===== src/rtl/mmio_timer_pkg.sv =====
// Shared types and constants for the memory-mapped interval timer.
package timer_pkg;

   typedef enum logic [1:0] {
      STOPPED = 2'd0,
      RUNNING = 2'd1,
      EXPIRED = 2'd2
   } timer_state_t;

   // Word offsets (Address[4:2]) inside the 32-byte window
   localparam logic [2:0] OFF_CTRL    = 3'd0;
   localparam logic [2:0] OFF_COUNT   = 3'd1;
   localparam logic [2:0] OFF_COMPARE = 3'd2;
   localparam logic [2:0] OFF_STATUS  = 3'd3;
   localparam logic [2:0] OFF_PRESC   = 3'd4;

   localparam int CTRL_ENABLE      = 0;
   localparam int CTRL_IRQ_EN      = 1;
   localparam int CTRL_AUTO_RELOAD = 2;

   localparam logic [31:0] COMPARE_RST = 32'hFFFF_FFFF;

   function automatic logic in_window(input logic [31:0] addr, input logic [31:0] base);
      return addr[31:5] == base[31:5];
   endfunction

endpackage


===== src/rtl/mmio_timer_if.sv =====
// CPU memory-bus view of the timer plus its interrupt request/acknowledge pair.
interface mmio_timer_if;
   logic [31:0] Address;
   logic        wr;
   logic [31:0] WriteData;
   logic [31:0] ReadData;
   logic        hit;
   logic        irq;
   logic        irq_ack;

   modport master (
      output Address, wr, WriteData, irq_ack,
      input  ReadData, hit, irq
   );

   modport slave (
      input  Address, wr, WriteData, irq_ack,
      output ReadData, hit, irq
   );
endinterface


===== src/rtl/mmio_timer_prescaler.sv =====
// Prescaler: counts 0..presc while run is high and emits tick on the terminal count.
module timer_prescaler #(
   parameter int PRESC_W = 16
) (
   input  logic               clock,
   input  logic               reset,
   input  logic               run,
   input  logic [PRESC_W-1:0] presc,
   output logic               tick
);
   logic [PRESC_W-1:0] cnt_reg, cnt_next;

   // >= rather than == so lowering PRESC mid-count cannot strand the counter above it
   assign tick = run && (cnt_reg >= presc);

   always_comb begin
      cnt_next = cnt_reg;
      if (!run || tick) begin
         cnt_next = '0;
      end else begin
         cnt_next = cnt_reg + PRESC_W'(1);
      end
   end

   always_ff @(posedge clock or posedge reset) begin
      if (reset) begin
         cnt_reg <= '0;
      end else begin
         cnt_reg <= cnt_next;
      end
   end
endmodule


===== src/rtl/mmio_timer.sv =====
// Memory-mapped interval timer with prescaler, compare match and level irq.
// Optional feature: define TIMER_AUTORELOAD_EN to implement CTRL.auto_reload.
module mmio_timer
   import timer_pkg::*;
#(
   parameter logic [31:0] BASE_ADDR = 32'h0000_0400,
   parameter int          PRESC_W   = 16
) (
   input logic         clock,
   input logic         reset,
   mmio_timer_if.slave bus
);
   timer_state_t       state_reg, state_next;
   logic [2:0]         ctrl_reg, ctrl_wr;
   logic [31:0]        count_reg, count_next, compare_reg;
   logic [PRESC_W-1:0] presc_reg;
   logic               pending_reg, hit_reg;
   logic [31:0]        read_data_reg, read_mux;

   logic       in_win, store;
   logic [2:0] offset;
   logic       st_ctrl, st_count, st_compare, st_status, st_presc;
   logic       en_eff, auto_reload, run, tick;
   logic       count_inc, count_clr, set_pending, clr_pending;
   logic       unused_addr_bits;

   assign in_win     = in_window(bus.Address, BASE_ADDR);
   assign offset     = bus.Address[4:2];
   assign store      = in_win && bus.wr;
   assign st_ctrl    = store && (offset == OFF_CTRL);
   assign st_count   = store && (offset == OFF_COUNT);
   assign st_compare = store && (offset == OFF_COMPARE);
   assign st_status  = store && (offset == OFF_STATUS);
   assign st_presc   = store && (offset == OFF_PRESC);
   assign unused_addr_bits = ^bus.Address[1:0];

`ifdef TIMER_AUTORELOAD_EN
   assign ctrl_wr = bus.WriteData[2:0];
`else
   assign ctrl_wr = {1'b0, bus.WriteData[1:0]};
`endif

   // A CTRL store takes effect on the FSM in the same cycle it is written
   assign en_eff      = st_ctrl ? bus.WriteData[CTRL_ENABLE] : ctrl_reg[CTRL_ENABLE];
   assign auto_reload = ctrl_reg[CTRL_AUTO_RELOAD];
   assign run         = (state_reg == RUNNING);
   assign clr_pending = bus.irq_ack || (st_status && bus.WriteData[0]);

   timer_prescaler #(.PRESC_W(PRESC_W)) u_presc (
      .clock (clock),
      .reset (reset),
      .run   (run),
      .presc (presc_reg),
      .tick  (tick)
   );

   always_ff @(posedge clock or posedge reset) begin
      if (reset) begin
         state_reg <= STOPPED;
      end else begin
         state_reg <= state_next;
      end
   end

   always_comb begin
      state_next = state_reg;
      case (state_reg)
         STOPPED: if (en_eff) state_next = RUNNING;
         RUNNING: begin
            if (!en_eff) begin
               state_next = STOPPED;
            end else if (set_pending && !auto_reload) begin
               state_next = EXPIRED;
            end
         end
         EXPIRED: if (st_ctrl) state_next = bus.WriteData[CTRL_ENABLE] ? RUNNING : STOPPED;
         default: state_next = STOPPED;
      endcase
   end

   always_comb begin
      count_inc   = 1'b0;
      count_clr   = 1'b0;
      set_pending = 1'b0;
      if ((state_reg == RUNNING) && tick) begin
         if (count_reg == compare_reg) begin
            set_pending = 1'b1;
            count_clr   = auto_reload;
         end else begin
            count_inc = 1'b1;
         end
      end
   end

   always_comb begin
      count_next = count_reg;
      if (st_count) begin
         count_next = bus.WriteData;
      end else if (count_clr) begin
         count_next = '0;
      end else if (count_inc) begin
         count_next = count_reg + 32'd1;
      end
   end

   always_ff @(posedge clock or posedge reset) begin
      if (reset) begin
         ctrl_reg    <= '0;
         count_reg   <= '0;
         compare_reg <= COMPARE_RST;
         presc_reg   <= '0;
         pending_reg <= 1'b0;
      end else begin
         count_reg <= count_next;
         if (st_ctrl)    ctrl_reg    <= ctrl_wr;
         if (st_compare) compare_reg <= bus.WriteData;
         if (st_presc)   presc_reg   <= bus.WriteData[PRESC_W-1:0];
         // a match in the same cycle wins over any clear request
         if (set_pending) begin
            pending_reg <= 1'b1;
         end else if (clr_pending) begin
            pending_reg <= 1'b0;
         end
      end
   end

   always_comb begin
      read_mux = '0;
      case (offset)
         OFF_CTRL:    read_mux = {29'd0, ctrl_reg};
         OFF_COUNT:   read_mux = count_reg;
         OFF_COMPARE: read_mux = compare_reg;
         OFF_STATUS:  read_mux = {31'd0, pending_reg};
         OFF_PRESC:   read_mux = 32'(presc_reg);
         default:     read_mux = '0;
      endcase
   end

   always_ff @(posedge clock or posedge reset) begin
      if (reset) begin
         read_data_reg <= '0;
         hit_reg       <= 1'b0;
      end else begin
         read_data_reg <= in_win ? read_mux : 32'd0;
         hit_reg       <= in_win;
      end
   end

   assign bus.ReadData = read_data_reg;
   assign bus.hit      = hit_reg;
   assign bus.irq      = pending_reg && ctrl_reg[CTRL_IRQ_EN];
endmodule


===== src/flat_wrapper.sv =====
// flat-port wrapper written by rule: the top's interface ports become plain ports
module mmio_timer_flat import timer_pkg::*;
#(
   parameter logic [31:0] BASE_ADDR = 32'h0000_0400,
   parameter int          PRESC_W   = 16
)
  (clock, reset, bus_Address, bus_wr, bus_WriteData, bus_irq_ack, bus_ReadData, bus_hit, bus_irq);
  mmio_timer_if bus_i ();
  input logic clock;
  input logic reset;
  input wire logic [$bits(bus_i.Address)-1:0] bus_Address;
  input wire logic [$bits(bus_i.wr)-1:0] bus_wr;
  input wire logic [$bits(bus_i.WriteData)-1:0] bus_WriteData;
  input wire logic [$bits(bus_i.irq_ack)-1:0] bus_irq_ack;
  output wire logic [$bits(bus_i.ReadData)-1:0] bus_ReadData;
  output wire logic [$bits(bus_i.hit)-1:0] bus_hit;
  output wire logic [$bits(bus_i.irq)-1:0] bus_irq;
  assign bus_i.Address = bus_Address;
  assign bus_i.wr = bus_wr;
  assign bus_i.WriteData = bus_WriteData;
  assign bus_i.irq_ack = bus_irq_ack;
  assign bus_ReadData = bus_i.ReadData;
  assign bus_hit = bus_i.hit;
  assign bus_irq = bus_i.irq;
  mmio_timer #(.BASE_ADDR(BASE_ADDR), .PRESC_W(PRESC_W)) u_core (.clock(clock), .reset(reset), .bus(bus_i));
endmodule

===== config.mk =====
export PLATFORM = sky130hd
export DESIGN_NAME = mmio_timer_flat
export DESIGN_NICKNAME = d
export VERILOG_FILES = /design/src/rtl/mmio_timer_pkg.sv /design/src/rtl/mmio_timer_if.sv /design/src/rtl/mmio_timer_prescaler.sv /design/src/rtl/mmio_timer.sv /design/src/flat_wrapper.sv
export SDC_FILE = /design/constraint.sdc
export NUM_CORES = 1
export LEC_CHECK = 0
export CORE_ASPECT_RATIO = 0.75
export CORE_MARGIN = 1
export CORE_UTILIZATION = 30
export CTS_CLUSTER_DIAMETER = 150
export DETAILED_ROUTE_END_ITERATION = 8
export GPL_TIMING_DRIVEN = 0
export SYNTH_ARGS = -nofsm -noshare
export SYNTH_HDL_FRONTEND = slang
export SYNTH_SLANG_ARGS = --single-unit

===== constraint.sdc =====
create_clock -name clock -period 10.3 [get_ports clock]
set_input_delay 1.03 -clock clock [delete_from_list [all_inputs] [get_ports clock]]
set_output_delay 1.03 -clock clock [all_outputs]
set_load 0.02 [all_outputs]

Word level (Yosys, flattened, before mapping)
Index checks and enable logic that the tools add are counted.
- input port bits: 68
- register bits after elaboration: 134
- word-level logic and storage cells: 59
- output and inout port bits: 34
- mux-type cells: 18
- equal/unequal tests: 11
- reduce and logical (&&, ||, !) cells: 18
- order comparisons: 1
- $add $sub $neg: 2
- operator list (cell ; count):
    one-hot mux 32 bit (5 select lines) ; 1
    2-to-1 mux 32 bit ; 3
    adder 32 x 1 -> 32 bit, second input constant ; 1
    == test 32 bit ; 1
    == test 27 x 6 -> 1 bit, second input constant ; 1
    adder 16 x 1 -> 16 bit, second input constant ; 1
    >= comparator 16 bit ; 1
    2-to-1 mux 16 bit ; 1
    logical AND 1 bit ; 10
    2-to-1 mux 1 bit ; 8
    2-to-1 mux 2 bit ; 4
    == test 3 x 2 -> 1 bit, second input constant ; 2
    one-hot mux 2 bit (3 select lines) ; 1
    inequality test 2 x 1 -> 1 bit, second input constant ; 2
    == test 3 x 1 -> 1 bit, second input constant ; 1
    == test 3 bit, second input constant ; 1
    zero test 3 bit ; 1
    inequality test 3 bit, second input constant ; 1
    AND reduction 3 bit ; 1
    nonzero test 3 bit ; 1
    == test 2 x 1 -> 1 bit, second input constant ; 1
    == test 2 bit, second input constant ; 1
    zero test 2 bit ; 1
    logical OR 1 bit ; 2
    2 further kinds ; 2

Longest topological paths before layout
- word-level depth: 7
- gate-level depth with buffers: 10
- gate-level depth less buffers: 9

Modules after synthesis
Synthesis repeated with hierarchy kept, for this count alone.
- cells, all modules: 690
- area, all modules: 7168.1 µm²
- modules (own cells, without submodules) (module ; seq. area each (µm²) ; times used ; cells an instance ; area each (µm²)):
    mmio_timer ; 2992.9 ; 1 ; 562 ; 6002.0
    timer_prescaler ; 400.4 ; 1 ; 128 ; 1166.1

Least setup slack after synthesis
OpenSTA, ideal clock, no wires.
- kind: input -> register
- start: input bus_Address[3]
- end: register u_core.compare_reg[0]
- slack: 7.635 ns
- path buffers: 5
- stages on the path: 9
- setup time: 0.085 ns
- arrival time: 2.580 ns
- required time: 10.215 ns
- cell sequence: buf_2 > nor2b_1 > clkbuf_1 > nor2b_1 > buf_2 > and2_1 > buf_2 > buf_4 > mux2_1
- word-level cells in the longest chain between the ends: 2
- ends and longest elaborated chain (element ; RTL line ; source):
    start, declared ; flat_wrapper.sv:11 ; input wire logic [$bits(bus_i.Address)-1:0] bus_Address;
    == test 3 x 2 -> 1 bit ; mmio_timer.sv:32 ; assign st_compare = store && (offset == OFF_COMPARE);
    logical AND 1 bit ; mmio_timer.sv:32 ;
    end signal, assigned ; mmio_timer.sv:116 ; if (st_compare) compare_reg <= bus.WriteData;
    end, declared ; mmio_timer.sv:15 ; logic [31:0] count_reg, count_next, compare_reg;
No other way between the ends.
A chain may end at the register's enable or synchronous reset.

Worst setup path in the final report
- start: input bus_Address[11]
- end: register u_core.count_reg[17]
- word-level cells in the longest chain between the ends: 4
- elaborated cells on any way between the ends: 5
- classes of those cells: eq/ne (1); mux (1); reduce/logical (3)
- ends and longest elaborated chain (element ; RTL line ; source):
    == test 27 x 6 -> 1 bit * ; mmio_timer_pkg.sv:24 ; return addr[31:5] == base[31:5];
    logical AND 1 bit * ; mmio_timer.sv:29 ; assign store = in_win && bus.wr;
    logical AND 1 bit * ; mmio_timer.sv:31 ; assign st_count = store && (offset == OFF_COUNT);
    nonzero test 3 bit (no source line) or 2-to-1 mux 32 bit (tied branches) ; n/a ;
    end signal, assigned ; mmio_timer.sv:114 ; count_reg <= count_next;
    end, declared ; mmio_timer.sv:15 ;
Every way passes the cells marked *; elsewhere a longest branch is shown, timed or not.

==> results.md <==
* Rows at 48
* CTS clk-pin slew, worst paths at around 0.050 ns
* Startpoint types: input port
* Share of synthesized area occupied by flip-flops and latches at between 40% and 50%
* Via count of the first global-routing pass at between 5k and 6k
* Via count normalized by instance count at 5.02
* Power per cell area at between 100 and 150 nW/µm²
* Maximum number of buffers from clock root to sink at 2
* Number of hold buffers added after CTS at 0
* Number of port buffers at just under 100
* Number of hold-slack violations in the final timing report at 0
* Nets in the synthesized netlist at 785
* Share of final-layout standard cells stronger than drive strength 1 at between 10% and 20%
* Detailed-router iteration count before antenna repair at 7
* Worst clock skew at 0.00754 ns
* Mean instance size in the synthesized netlist at a little over 10 µm²
* Violations in the final reports: DRC
* Overall track demand over capacity in global routing at between 10% and 20%
* Gp weighted congestion at ~0.85
* Most common cell type on the critical path: nand2_1
* Post-synthesis async set-or-reset flop share at 100%
* Total power after layout at between 1 and 1.5 mW
* Layout-stage area growth over the synthesis result at 27.7%
* TritonCTS buffer count at 17
* DRT iter0 DRCs at ~550
* Start-to-end type of the worst setup path: in -> reg
* Clock tree from TritonCTS: done
* Antenna cell count at 0
* Clock period minus final worst setup slack at 3.44 ns
* Required time at the endpoint of the critical path at approximately 11 ns
* Reported leakage power at about 3.6 nW
* Cell area after synthesis at approximately 7000 µm²
* CP max-delay cell: nor3_2
* Routed wire length at approximately 20000 µm
* # resized after CTS at 0
* Worst-case hold slack at between 0.5 and 0.6 ns
* Endpoint kind of the worst setup timing path: register
* Gate count of the mapped netlist at 699
* Overall die area at between 20000 and 25000 µm²
* H-Tree Depth at 4
* Total number of vias at between 5k and 6k
* Clock Sinks at approximately 130
* Final instance area at a little over 9000 µm²
* Max-slew headroom at 52.0%
* Root buffer selected by CTS: clkbuf_16
* CP arrival at 3.75 ns
* Vertical die dimension at about 140 µm
* Multiplexer area fraction after synthesis at approximately a tenth
* Placement Cell Area at 8470 µm²
* Hold Crit Class: reg -> reg
* Seq cells post-synth at 134
* Compound-cell area share of the yosys netlist at ~8.5%
* Final Max Tran Viols at 0
* Post-DR wirelength/cell at ~18 µm
* # setup viols final at 0
* Number of max-capacitance violations reported at 0
* Post-synthesis adder-cell area fraction at under 10%
* DRT antenna net count at 0
* Final cycle utilization of the critical path at approximately 33%
* Most common cell after layout, fill and taps aside: dfrtp_1
* # DRC at 26
* Utilization of the core after routing at approximately two fifths
* Number of warnings reported in the yosys synthesis log at 0
* Clock latency on the worst-skew pair at 0.42 ns
* Overflow left after global routing at 0
* Number of ports placed on the die boundary at just over 100
* Pin count of the biggest net entering global routing at between 90 and 100
* Max Clock Freq at around 290 MHz
* Combinational family with the most area after synthesis: simple AND/OR/NAND/NOR gates
* Delay contributed by the slowest stage of the critical path at between 0.4 and 0.5 ns
* Number of distinct library cells after synthesis at between 40 and 50
* Number of nets in the layout at 902
* Post-Synth Simple-Gate Area at roughly 19%
* Effective utilization at floorplan at a little under a third
* RSZ-0062 raised after global routing: false
* Number of antenna violations at the first check in global routing at 0
* Actual transition at the worst max-transition pin at a little over 0.7 ns
* Max rail drop VDD at 0.101 mV
* Highest-count cells in the layout ignoring fill and taps: dfrtp_1 (102), clkdlybuf4s50_1 (97), nor2_1 (80), nand2_1 (48), xnor2_1 (41)
* # Post-CTS Setup Buffers at 0
* Number of flops mapped to enable cells by yosys at 0
* Total negative setup slack at 0 ns
* Run status: finished with violations
* Global-route wire length before repair at about 32000 µm
* Post-synthesis xor/xnor area fraction at 8.15%
* Detailed Place HPWL at 14800 µm
* Top flip-flop cell by instance count after synthesis: dfrtp_1
* Core area at ~23000 µm²
* Ordered cell list for the critical path: clkdlybuf4s50_1 -> nor4b_1 -> nand4_1 -> nor3_2 -> nand2_1 -> clkbuf_1 -> and2_0 -> mux2i_1 -> nand2_1
* Crit Path Max Fanout at 10
* Die Span X at about 180 µm
==> critical path: cells and delay by family <==
family / cells / cell delay, ns
muxes: 1 / 0.15
buffers and inverters: 2 / 0.78
and+or+nand+nor: 6 / 1.77
==> layer usage <==
metal / wire length, µm / vias to the layer above / GRT usage (%)
met5: 0 / - / 0
li1: - / 2683 / -
met2: 8060 / 188 / 23.8
met4: 182 / 0 / 4.89
met1: 10300 / 2777 / 26.7
met3: 1440 / 17 / 4.27
==> synthesized netlist by cell type, types with 2 or more instances <==
master      n  area share [%]
ha_1       18             3.2
xnor2_1    41             5.1
o21ai_0    26             1.8
nor2_1     80             4.2
nand3_2     3            0.42
buf_2      14            0.99
nor3_1     12            0.85
a21oi_1    32             2.3
a22oi_1    32             3.4
dfrtp_1   102              36
nand3_1    23             1.6
clkbuf_1   18            0.95
mux2_1     38             6.0
nand4_1    30             2.6
nor4_1      8            0.71
inv_1      22             1.2
buf_4       3            0.32
or3_1       4            0.35
buf_1       2            0.11
nor3b_1     2            0.21
a31oi_1     5            0.44
xor2_1     25             3.1
mux2i_1     9             1.3
and2_0      5            0.44
nor2b_1     9            0.79
nand2_1    48             2.5
mux2_2     15             2.4
dfstp_2    32              12
and2_1      8            0.71
and3_1     16             1.4
==> metrics by stage <==
stage / setup slack, ns / instances
4_1_cts: 6.86 / 1129
2_1_floorplan: 5.74 / 699
6_report: 6.86 / 1129
3_5_place_dp: 6.42 / 1097
3_3_place_gp: 3.64 / 1096
5_1_grt: 6.71 / 1129
==> cell families (layout without fill, tap and decap cells) <==
| family | after synthesis | in the layout |
|---|---|---|
| fa+ha+maj | 18 | 18 |
| mux | 63 | 63 |
| xor+xnor | 66 | 66 |
| simple gates | 258 | 258 |
| flops | 134 | 134 |
| compound gates | 99 | 99 |
| buf+inv | 61 | 191 |
==> final timing paths <==
check	start	end	slack, ns	cells after the start
worst max-delay path	bus_Address[11]	u_core.count_reg[17]	6.86	9
worst min-delay path	u_core.presc_reg[11]	u_core.presc_reg[11]	0.53	1
worst max register to register	u_core.u_presc.cnt_reg[0]	u_core.count_reg[18]	7.58	10
worst min register to register	u_core.presc_reg[11]	u_core.presc_reg[11]	0.53	1
max in group asynchronous	reset	u_core.compare_reg[8]	8.48	3
min in group asynchronous	reset	u_core.bus.hit	0.99	2
==> power by group <==
group,internal (mW),switching (mW)
combinational,0.0270,0.0294
clock,0.388,0.222
sequential,0.527,0.0000000660
==> area by class of cell <==
type	count	area, µm²
well taps	300	375
plain buffers	39	184
clock buffers	28	517
clock inverters	4	70.1
repair buffers	98	998
inverters	22	87.6
fillers	2256	14100
flip-flops and latches	134	3390
multi-input cells	504	3430
Power figures use the tool's default switching activity.
